===== src/rtl/dmem_port_arbiter_if.sv =====
// Bus bundle between the processor/display requesters, the arbiter and the dmem syncram.
interface dmem_port_arbiter_if #(
  parameter int unsigned ADDR_W = 12,
  parameter int unsigned DATA_W = 32
);
  logic              p_req;
  logic              p_wren;
  logic [ADDR_W-1:0] p_addr;
  logic [DATA_W-1:0] p_wdata;
  logic              p_stall;
  logic [DATA_W-1:0] p_rdata;

  logic              d_req;
  logic [ADDR_W-1:0] d_addr;
  logic              d_gnt;
  logic              d_rvalid;
  logic [DATA_W-1:0] d_rdata;

  logic [15:0]       starve_cnt;

  logic [ADDR_W-1:0] mem_addr;
  logic [DATA_W-1:0] mem_data;
  logic              mem_wren;
  logic [DATA_W-1:0] mem_q;

  modport slave (
    input  p_req, p_wren, p_addr, p_wdata, d_req, d_addr, mem_q,
    output p_stall, p_rdata, d_gnt, d_rvalid, d_rdata, starve_cnt,
           mem_addr, mem_data, mem_wren
  );

  modport master (
    output p_req, p_wren, p_addr, p_wdata, d_req, d_addr, mem_q,
    input  p_stall, p_rdata, d_gnt, d_rvalid, d_rdata, starve_cnt,
           mem_addr, mem_data, mem_wren
  );
endinterface


===== src/rtl/dmem_port_arbiter.sv =====
// Shares the single-port dmem between the processor (priority) and a read-only display
// requester; the display is forced through after MAX_WAIT ungranted cycles.
module dmem_port_arbiter #(
  parameter int unsigned ADDR_W   = 12,
  parameter int unsigned DATA_W   = 32,
  parameter int unsigned MAX_WAIT = 8
) (
  input logic                 clock,
  input logic                 reset,
  dmem_port_arbiter_if.slave  bus
);

  localparam logic [7:0] MAX_W8 = 8'(MAX_WAIT);

  logic [7:0]        wait_cnt;
  logic              d_rvalid_q;
  logic [15:0]       starve_q;
  logic              force_grant;
  logic              d_gnt_c;
  logic [ADDR_W-1:0] addr_sel;
  logic [DATA_W-1:0] rdata;

  always_comb begin
    force_grant = bus.d_req && (wait_cnt == MAX_W8);
    d_gnt_c     = reset && bus.d_req && (!bus.p_req || force_grant);
    addr_sel    = d_gnt_c ? bus.d_addr : bus.p_addr;
    rdata       = bus.mem_q;
  end

  assign bus.d_gnt      = d_gnt_c;
  assign bus.p_stall    = reset && bus.p_req && d_gnt_c;
  assign bus.mem_addr   = addr_sel;
  assign bus.mem_data   = bus.p_wdata;
  assign bus.mem_wren   = reset && bus.p_req && bus.p_wren && !d_gnt_c;
  assign bus.d_rvalid   = d_rvalid_q;
  assign bus.d_rdata    = rdata;
  assign bus.p_rdata    = rdata;
  assign bus.starve_cnt = starve_q;

  always_ff @(posedge clock) begin
    if (!reset) begin
      wait_cnt   <= '0;
      d_rvalid_q <= 1'b0;
      starve_q   <= '0;
    end else begin
      d_rvalid_q <= d_gnt_c;
      if (!bus.d_req || d_gnt_c)
        wait_cnt <= '0;
      else if (wait_cnt != MAX_W8)
        wait_cnt <= wait_cnt + 8'd1;
      // Only forced grants that actually displaced a processor access count as starvation.
      if (force_grant && bus.p_req && (starve_q != '1))
        starve_q <= starve_q + 16'd1;
    end
  end

endmodule


===== src/flat_wrapper.sv =====
// flat-port wrapper written by rule: the top's interface ports become plain ports
module dmem_port_arbiter_flat 
#(
  parameter int unsigned ADDR_W   = 12,
  parameter int unsigned DATA_W   = 32,
  parameter int unsigned MAX_WAIT = 8
)
  (clock, reset, bus_p_req, bus_p_wren, bus_p_addr, bus_p_wdata, bus_d_req, bus_d_addr, bus_mem_q, bus_p_stall, bus_p_rdata, bus_d_gnt, bus_d_rvalid, bus_d_rdata, bus_starve_cnt, bus_mem_addr, bus_mem_data, bus_mem_wren);
  dmem_port_arbiter_if #(.ADDR_W(ADDR_W), .DATA_W(DATA_W)) bus_i ();
  input logic clock;
  input logic reset;
  input wire logic [$bits(bus_i.p_req)-1:0] bus_p_req;
  input wire logic [$bits(bus_i.p_wren)-1:0] bus_p_wren;
  input wire logic [$bits(bus_i.p_addr)-1:0] bus_p_addr;
  input wire logic [$bits(bus_i.p_wdata)-1:0] bus_p_wdata;
  input wire logic [$bits(bus_i.d_req)-1:0] bus_d_req;
  input wire logic [$bits(bus_i.d_addr)-1:0] bus_d_addr;
  input wire logic [$bits(bus_i.mem_q)-1:0] bus_mem_q;
  output wire logic [$bits(bus_i.p_stall)-1:0] bus_p_stall;
  output wire logic [$bits(bus_i.p_rdata)-1:0] bus_p_rdata;
  output wire logic [$bits(bus_i.d_gnt)-1:0] bus_d_gnt;
  output wire logic [$bits(bus_i.d_rvalid)-1:0] bus_d_rvalid;
  output wire logic [$bits(bus_i.d_rdata)-1:0] bus_d_rdata;
  output wire logic [$bits(bus_i.starve_cnt)-1:0] bus_starve_cnt;
  output wire logic [$bits(bus_i.mem_addr)-1:0] bus_mem_addr;
  output wire logic [$bits(bus_i.mem_data)-1:0] bus_mem_data;
  output wire logic [$bits(bus_i.mem_wren)-1:0] bus_mem_wren;
  assign bus_i.p_req = bus_p_req;
  assign bus_i.p_wren = bus_p_wren;
  assign bus_i.p_addr = bus_p_addr;
  assign bus_i.p_wdata = bus_p_wdata;
  assign bus_i.d_req = bus_d_req;
  assign bus_i.d_addr = bus_d_addr;
  assign bus_i.mem_q = bus_mem_q;
  assign bus_p_stall = bus_i.p_stall;
  assign bus_p_rdata = bus_i.p_rdata;
  assign bus_d_gnt = bus_i.d_gnt;
  assign bus_d_rvalid = bus_i.d_rvalid;
  assign bus_d_rdata = bus_i.d_rdata;
  assign bus_starve_cnt = bus_i.starve_cnt;
  assign bus_mem_addr = bus_i.mem_addr;
  assign bus_mem_data = bus_i.mem_data;
  assign bus_mem_wren = bus_i.mem_wren;
  dmem_port_arbiter #(.ADDR_W(ADDR_W), .DATA_W(DATA_W), .MAX_WAIT(MAX_WAIT)) u_core (.clock(clock), .reset(reset), .bus(bus_i));
endmodule

===== config.mk =====
export PLATFORM = sky130hd
export DESIGN_NAME = dmem_port_arbiter_flat
export DESIGN_NICKNAME = d
export VERILOG_FILES = /design/src/rtl/dmem_port_arbiter_if.sv /design/src/rtl/dmem_port_arbiter.sv /design/src/flat_wrapper.sv
export SDC_FILE = /design/constraint.sdc
export NUM_CORES = 1
export LEC_CHECK = 0
export ABC_AREA = 1
export CAP_MARGIN = 20
export CORE_MARGIN = 2
export CORE_UTILIZATION = 30
export CTS_BUF_LIST = sky130_fd_sc_hd__clkbuf_8
export DETAILED_ROUTE_END_ITERATION = 8
export PLACE_DENSITY_LB_ADDON = 0.1
export SYNTH_ARGS = -nofsm -noshare
export SYNTH_HDL_FRONTEND = slang
export SYNTH_SLANG_ARGS = --single-unit

===== constraint.sdc =====
create_clock -name clock -period 2.2 [get_ports clock]
set_input_delay 0.55 -clock clock [delete_from_list [all_inputs] [get_ports clock]]
set_output_delay 0.55 -clock clock [all_outputs]
set_load 0.02 [all_outputs]

==> impl_results.md, run 1 <==
* Crit path max-delay cell type: sky130_fd_sc_hd__dfxtp_2
* First-pass GRT wire length at 8.53 mm
* Final antenna diode count at 0
* Sum of negative setup slack at -0.0854 ns
* Latest clock arrival within the worst-skew pair at 0.28 ns
* Worst slew margin relative to its limit at 73.2%
* Pin count of the biggest net entering global routing at 23
* Fraction of power spent switching nets at 26.2%
* Root Buffer: sky130_fd_sc_hd__clkbuf_8
* Worst-case clock buffer depth at 2
* Placer congestion estimate at 0.721
* TritonCTS clock tree: yes
* Flip-flop and latch count after synthesis at 25
* Net count of the mapped netlist at 454
* Warnings from Yosys at 0
* CP Class: flip-flop to output port
* Share of total power in the clock network at 30.7%
* Via count at 1,824
* Height of the die at 92.2 um
* Critical Path Sink Type: output port
* Power spent charging and discharging nets at 244 uW
* Total standard cell area after synthesis at 2340 um2
* Register clock-pin slew on the reported worst setup and hold paths at 0.09 ns
* Unrepaired setup endpoints after global routing: true
* Status: finished with violations
* Distinct cell type count after synthesis at 22
* Cell Rows at 32
* Async S/R FF share, synth at 0%
* Crit path largest cell delay at 0.33 ns
* Number of nets in the layout at 441
* Starting DRC count in detailed routing at 52
* Top cells by instance count after synthesis: 98 x sky130_fd_sc_hd__nand2_1, 97 x sky130_fd_sc_hd__buf_4, 55 x sky130_fd_sc_hd__nor2_1
* DRC violations left at 0
* Category of cells accounting for the largest share of critical-path delay: buffers and inverters
* Maximum level of the CTS H-tree at 1
* Max IR drop VDD at 0.156 mV
* Floorplan die area at 8510 um2
* Std-Cell Core Area at 7650 um2
* Main synth FF type: sky130_fd_sc_hd__dfxtp_1
* Total internal power at 689 uW
* Number of global-route vias before repair at 1,901
* Detailed Place HPWL at 3.88 mm
* Setup skew after layout at 0.0106 ns
* Endpoints failing hold at 0
* Startpoint types: flip-flop
* Number of filler cells placed in the layout at 832
* Least-Margin Pin Slew at 0.401 ns
* Cell with the most instances after synthesis: sky130_fd_sc_hd__nand2_1
* Final routed wirelength across all metal layers at 4.95 mm
* Share of the synthesized area in the top cell type at 31.2%
* Count of buffers inserted at the top-level ports at 60
* Avg Vias per Cell at 4.09
* Ranking of synthesized cells by area: sky130_fd_sc_hd__buf_4 31%, sky130_fd_sc_hd__dfxtp_1 21%, sky130_fd_sc_hd__nand2_1 16%
* Most area-hungry cell type in the Yosys netlist: sky130_fd_sc_hd__buf_4
* Layout Area Growth over Synthesis at 13.2%
* CP Data Required Time at 1.65 ns
* Synthesized area divided by synthesized cell count at 6.53 um2
* Kind of path behind the tightest hold check: flip-flop to flip-flop
* Comb pwr share at 20.5%
* Flop pwr share at 48.8%
* Clock Sink Count at 25
* Min cycle time layout at 2.22 ns
* Proportion of layout cells with a drive suffix above 1 at 23.8%
* Failing checks: negative setup slack
* Global route total overflow at 0
* Total CTS buffers at 3
* Tcrit/Tclk final at 101%
* Number of flops mapped to enable cells by yosys at 0
* Reported max-cap violation count at 0
* Buffering stage count on the worst path with inverters included at 4
* Largest fanout on the critical path at 6
* Cells along the critical path: inv_2, ha_4, nand3_4, nor2_4, nand2_2, a21oi_4, buf_6, buf_12, nand2_2, nand2_2, buf_6
* Arrival time of the worst setup path at 1.67 ns
* Part of the Yosys area used for sequential elements at 21.4%
* Number of endpoints failing setup at the final stage at 7
* Detailed Routing Iterations Pass 1 at 4
* Final count of pins violating max slew at 0
* Post-layout power at 933 uW
* Crit path setup slack, layout at -0.0193 ns
* Initial antenna violation count at 0
* Routed length per instance at 11.1 um
* Final ANT Viol Nets at 0
* Mapped Cells at 358
* Leakage component of the power at 1.16 nW
* I/O pins at 221
* Horiz. Die Dim at 92.2 um
* Max Fclk at 451 MHz
* GRT Resource Usage Total at 12.4%
* Most numerous cell on the critical path: sky130_fd_sc_hd__nand2_2
* Power per unit of standard cell area at 353 nW/um2
* Starting utilization of the core area at 30.5%
* Tightest hold margin at 0.548 ns
## cells in the final DEF (no fill, tap or decap), drive strengths merged, types with 2 or more instances in the layout
master and n:
nand2 101, nand3 14, buf 39, ha 3, xor2 13, dlygate4sd2 3, clkdlybuf4s50 42, nand4 6
a21oi 4, dfxtp 25, xnor2 2, clkbuf 3, nor2 58, inv 27
## area by class of cell
class                   instances  area, um2  share of cell area, %
well taps                     102        128                   4.82
inverters                      27        109                   4.12
flip-flops and latches         25        503                   19.0
clock inverters                 1       5.00                  0.189
repair buffers                 84        815                   30.8
multi-input cells             204       1040                   39.5
clock buffers                   3       41.3                   1.56
## per-stage QoR
stage	cell area (um2)	util (%)	worst slack (ns)	cells
after floorplan	2340	-	0.161	358
after global placement	2450	32.0	-0.630	437
after detailed placement	2450	32.0	-0.644	437
after CTS	2660	34.8	-0.0602	446
after global routing	2650	34.6	-0.135	446
final	2650	34.6	-0.0193	446
## state kept, by name, summed over array words and instances, names as in the netlist
| name | count |
|---|---|
| u_core.bus.starve_cnt | 16 |
| u_core.wait_cnt | 8 |
| u_core.bus.d_rvalid | 1 |
## cell families (layout without fill, tap and decap cells)
logic type / after synthesis / in the layout / synth area share [%]
buffers and inverters: 129 / 115 / 37.4
AO/OA/AOI/OAI: 5 / 5 / 1.55
adder cells (fa/ha/maj): 3 / 3 / 1.61
XOR/XNOR: 15 / 15 / 5.62
flip-flops: 25 / 25 / 21.4
AND/OR/NAND/NOR: 181 / 181 / 32.4
## power by group through the flow
stage,Sequential (mW),Clock [mW],Combinational (mW)
floorplan,0.466,0,0.313
global placement,0.465,0,0.168
detailed placement,0.465,0,0.167
CTS,0.455,0.301,0.198
global route,0.455,0.324,0.206
finish,0.455,0.286,0.192
## repair_timing
action / 4_1_cts / 5_1_grt
setup endpoints to repair: 15 / 14
pin swaps: 14 / 2
cloned: 1 / 0
resized for setup: 127 / 2
buffers inserted: 4 / 1
endpoints found under the hold margin: 0 / 0
hold buffers: 0 / 0
## path summary, 6_finish.rpt
kind / startpoint / end / slack, ns / cells after the start
setup / recovery: u_core.wait_cnt[1]$_SDFFE_PP0P_ / bus_mem_addr[6] / -0.02 / 11
hold / removal: u_core.bus.starve_cnt[1]$_SDFFE_PN0P_ / u_core.bus.starve_cnt[1]$_SDFFE_PN0P_ / 0.55 / 2
setup reg to reg: u_core.bus.starve_cnt[1]$_SDFFE_PN0P_ / u_core.bus.starve_cnt[5]$_SDFFE_PN0P_ / 0.46 / 8
hold reg to reg: u_core.bus.starve_cnt[1]$_SDFFE_PN0P_ / u_core.bus.starve_cnt[1]$_SDFFE_PN0P_ / 0.55 / 2
## layer usage
layer,vias up,wire length [um],global-route usage (%)
met1,774,1920,12.8
li1,959,-,-
met3,12,429,3.62
met5,-,0,0
met2,79,2520,23.3
met4,0,82,5.10
## worst min-delay path: stages, from the launching register on
cell and delay [ns]:
sky130_fd_sc_hd__dfxtp_1 0.36, sky130_fd_sc_hd__nor2_1 0.11, sky130_fd_sc_hd__nor2_1 0.05
Power figures use the tool's default switching activity.
==> run 2: changes to the inputs <==
- CELL_PAD_IN_SITES_DETAIL_PLACEMENT: unset -> 1
- CELL_PAD_IN_SITES_GLOBAL_PLACEMENT: unset -> 1
- CORE_MARGIN: 2 -> 3
- CORE_UTILIZATION: 30 -> 19
==> run 2 against run 1 <==
  * The flow still finishes with violations (negative setup slack)
  * Critical endpoint is now bus_mem_addr[11]
  * Combinational power barely moved
  * Die area rose by 61%
  * Clock power rose by 9.8%
  * Final cell count rose by 9.9%
  * Wire length rose by 25%
  * Global-route usage fell by 3.1 points
  * Register-to-register slack improved by 0.02 ns
  * First-iteration DRC count fell by 54%
  * Count of clock-buffer cells in the layout did not move
  * Critical path depth did not move
==> impl_results.md, run 2 (synthesized netlist as in run 1, its figures left out) <==
* Kind of path behind the tightest hold check: flip-flop to flip-flop
* Crit path max-delay cell type: sky130_fd_sc_hd__dfxtp_2
* Final ANT Viol Nets at 0
* Initial antenna violation count at 0
* Launch point of the worst hold path: u_core.bus.starve_cnt[1]$_SDFFE_PN0P_
* Startpoint types: flip-flop
* Sum of negative setup slack at -1.92 ns
* # hold bufs at CTS at 0
* I/O pins at 221
* TritonCTS clock tree: yes
* Failing checks: negative setup slack
* CP Data Required Time at 1.65 ns
* Number of global-route vias before repair at 2,077
* Total CTS buffers at 3
* Post-Route Utilization at 23.5%
* Std-Cell Core Area at 11,700 um2
* First-pass GRT wire length at 10.2 mm
* Avg Vias per Cell at 3.98
* Starting utilization of the core area at 19.9%
* Reported max-cap violation count at 0
* Flip-flop count of the largest register after layout at 16
* Root Buffer: sky130_fd_sc_hd__clkbuf_8
* Latest clock arrival within the worst-skew pair at 0.29 ns
* Number of endpoints failing setup at the final stage at 14
* Count of buffers inserted at the top-level ports at 60
* Final Cell Area at 2750 um2
* Final count of pins violating max slew at 0
* Endpoints failing hold at 0
* Critical Path Sink Type: output port
* Flop pwr share at 47.2%
* Clock Sink Count at 25
* Via count at 1,949
* CP Class: flip-flop to output port
* Pin count of the biggest net entering global routing at 18
* Unrepaired setup endpoints after global routing: true
* GRT Resource Usage Total at 9.31%
* Cell Rows at 39
* Total internal power at 691 uW
* Max IR drop VDD at 0.188 mV
* Horiz. Die Dim at 117 um
* Worst-case clock buffer depth at 2
* Largest fanout on the critical path at 5
* Final antenna diode count at 0
* Detailed Routing Iterations Pass 1 at 3
* Number of nets in the layout at 444
* Final routed wirelength across all metal layers at 6.20 mm
* Max Fclk at 422 MHz
* Routed length per instance at 12.7 um
* Cells along the critical path: inv_2, ha_4, nand3_4, nor2_4, nand2_2, a21oi_4, buf_6, buf_6, nand2_1, nand2_1, buf_6
* Most frequent standard cell in the layout excluding fill and tap cells: sky130_fd_sc_hd__nand2_1
* Min cycle time layout at 2.37 ns
* Power per unit of standard cell area at 351 nW/um2
* Least-Margin Pin Slew at 0.321 ns
* Tcrit/Tclk final at 108%
* Layout Area Growth over Synthesis at 17.7%
* Maximum level of the CTS H-tree at 1
* Register clock-pin slew on the reported worst setup and hold paths at 0.12 ns
* DRC violations left at 0
* Detailed Place HPWL at 4.97 mm
* Tightest hold margin at 0.551 ns
* Starting DRC count in detailed routing at 24
* Fraction of power spent switching nets at 28.3%
* Critical path launch point: u_core.wait_cnt[1]$_SDFFE_PP0P_
* Setup skew after layout at 0.0169 ns
* Status: finished with violations
* Most numerous cell on the critical path: sky130_fd_sc_hd__buf_6
* Worst slew margin relative to its limit at 78.5%
* Global route total overflow at 0
* Proportion of layout cells with a drive suffix above 1 at 23.3%
* Share of total power in the clock network at 32.6%
* Comb pwr share at 20.2%
* R2r startpoint: u_core.bus.starve_cnt[1]$_SDFFE_PN0P_
* Crit path setup slack, layout at -0.172 ns
* Leakage component of the power at 1.18 nW
* Height of the die at 117 um
* Floorplan die area at 13,700 um2
* Crit path largest cell delay at 0.34 ns
* Post-place instance area at 2530 um2
* Commonest cells after routing, fill and taps aside: 80 x sky130_fd_sc_hd__nand2_1, 54 x sky130_fd_sc_hd__nor2_1, 43 x sky130_fd_sc_hd__clkdlybuf4s50_1
* Placer congestion estimate at 0.682
* Arrival time of the worst setup path at 1.82 ns
* Power spent charging and discharging nets at 273 uW
## run 2: cell count changes in the layout (fill, tap and decap cells not counted), sizes merged
cell           previous run  this run
clkinv                    1         0
clkinvlp                  0         2
dlygate4sd2               3         2
clkdlybuf4s50            42        43
buf                      39        41
## run 2: power groups by stage
stage / Sequential, mW / Combinational, mW / Clock, mW
2_1_floorplan: 0.466 / 0.313 / 0
3_3_place_gp: 0.465 / 0.169 / 0
3_5_place_dp: 0.465 / 0.169 / 0
4_1_cts: 0.455 / 0.197 / 0.343
5_1_grt: 0.456 / 0.211 / 0.358
6_report: 0.455 / 0.195 / 0.314
## run 2: through the flow
step	power (mW)	setup WS, ns	instances
floorplan	0.780	0.161	358
detailed placement	0.634	-0.688	481
global placement	0.634	-0.656	481
finish	0.964	-0.172	490
global route	1.02	-0.325	490
CTS	0.995	-0.236	489
## run 2: worst max-delay path, delay by kind of cell, from the launching register on
kind            cells  cell delay, ns
buf+inv             4            0.45
simple gates        5            0.39
flops               1            0.34
compound gates      1            0.21
fa+ha+maj           1            0.13
## run 2: final timing paths
path                                            endpoint  slack [ns]  depth (start not counted)
setup / recovery                        bus_mem_addr[11]       -0.17                         11
hold / removal     u_core.bus.starve_cnt[1]$_SDFFE_PN0P_        0.55                          2
setup reg to reg  u_core.bus.starve_cnt[10]$_SDFFE_PN0P_        0.48                          9
hold reg to reg    u_core.bus.starve_cnt[1]$_SDFFE_PN0P_        0.55                          2
## run 2: layout make-up
type / count / area [um2]
Inverter: 27 / 109
Clock buffer: 3 / 41.3
Tap cell: 143 / 179
Fill cell: 1460 / 8960
Timing Repair inverter: 1 / 7.51
Multi-Input combinational cell: 204 / 1050
Timing Repair Buffer: 86 / 852
Clock inverter: 1 / 7.51
Sequential cell: 25 / 503
## run 2: layer usage
metal	routed length, um	up-vias	global-route usage, %
met2	3090	77	16.3
met4	35	0	1.45
met1	2410	903	10.4
met5	0	-	0
met3	670	7	4.63
li1	-	962	-
## run 2: timing repair
| item | 4_1_cts | 5_1_grt |
|---|---|---|
| gates cloned | 1 | 0 |
| setup endpoints to repair | 15 | 15 |
| setup buffers | 3 | 1 |
| pin swaps | 15 | 2 |
| gates resized for setup | 125 | 4 |
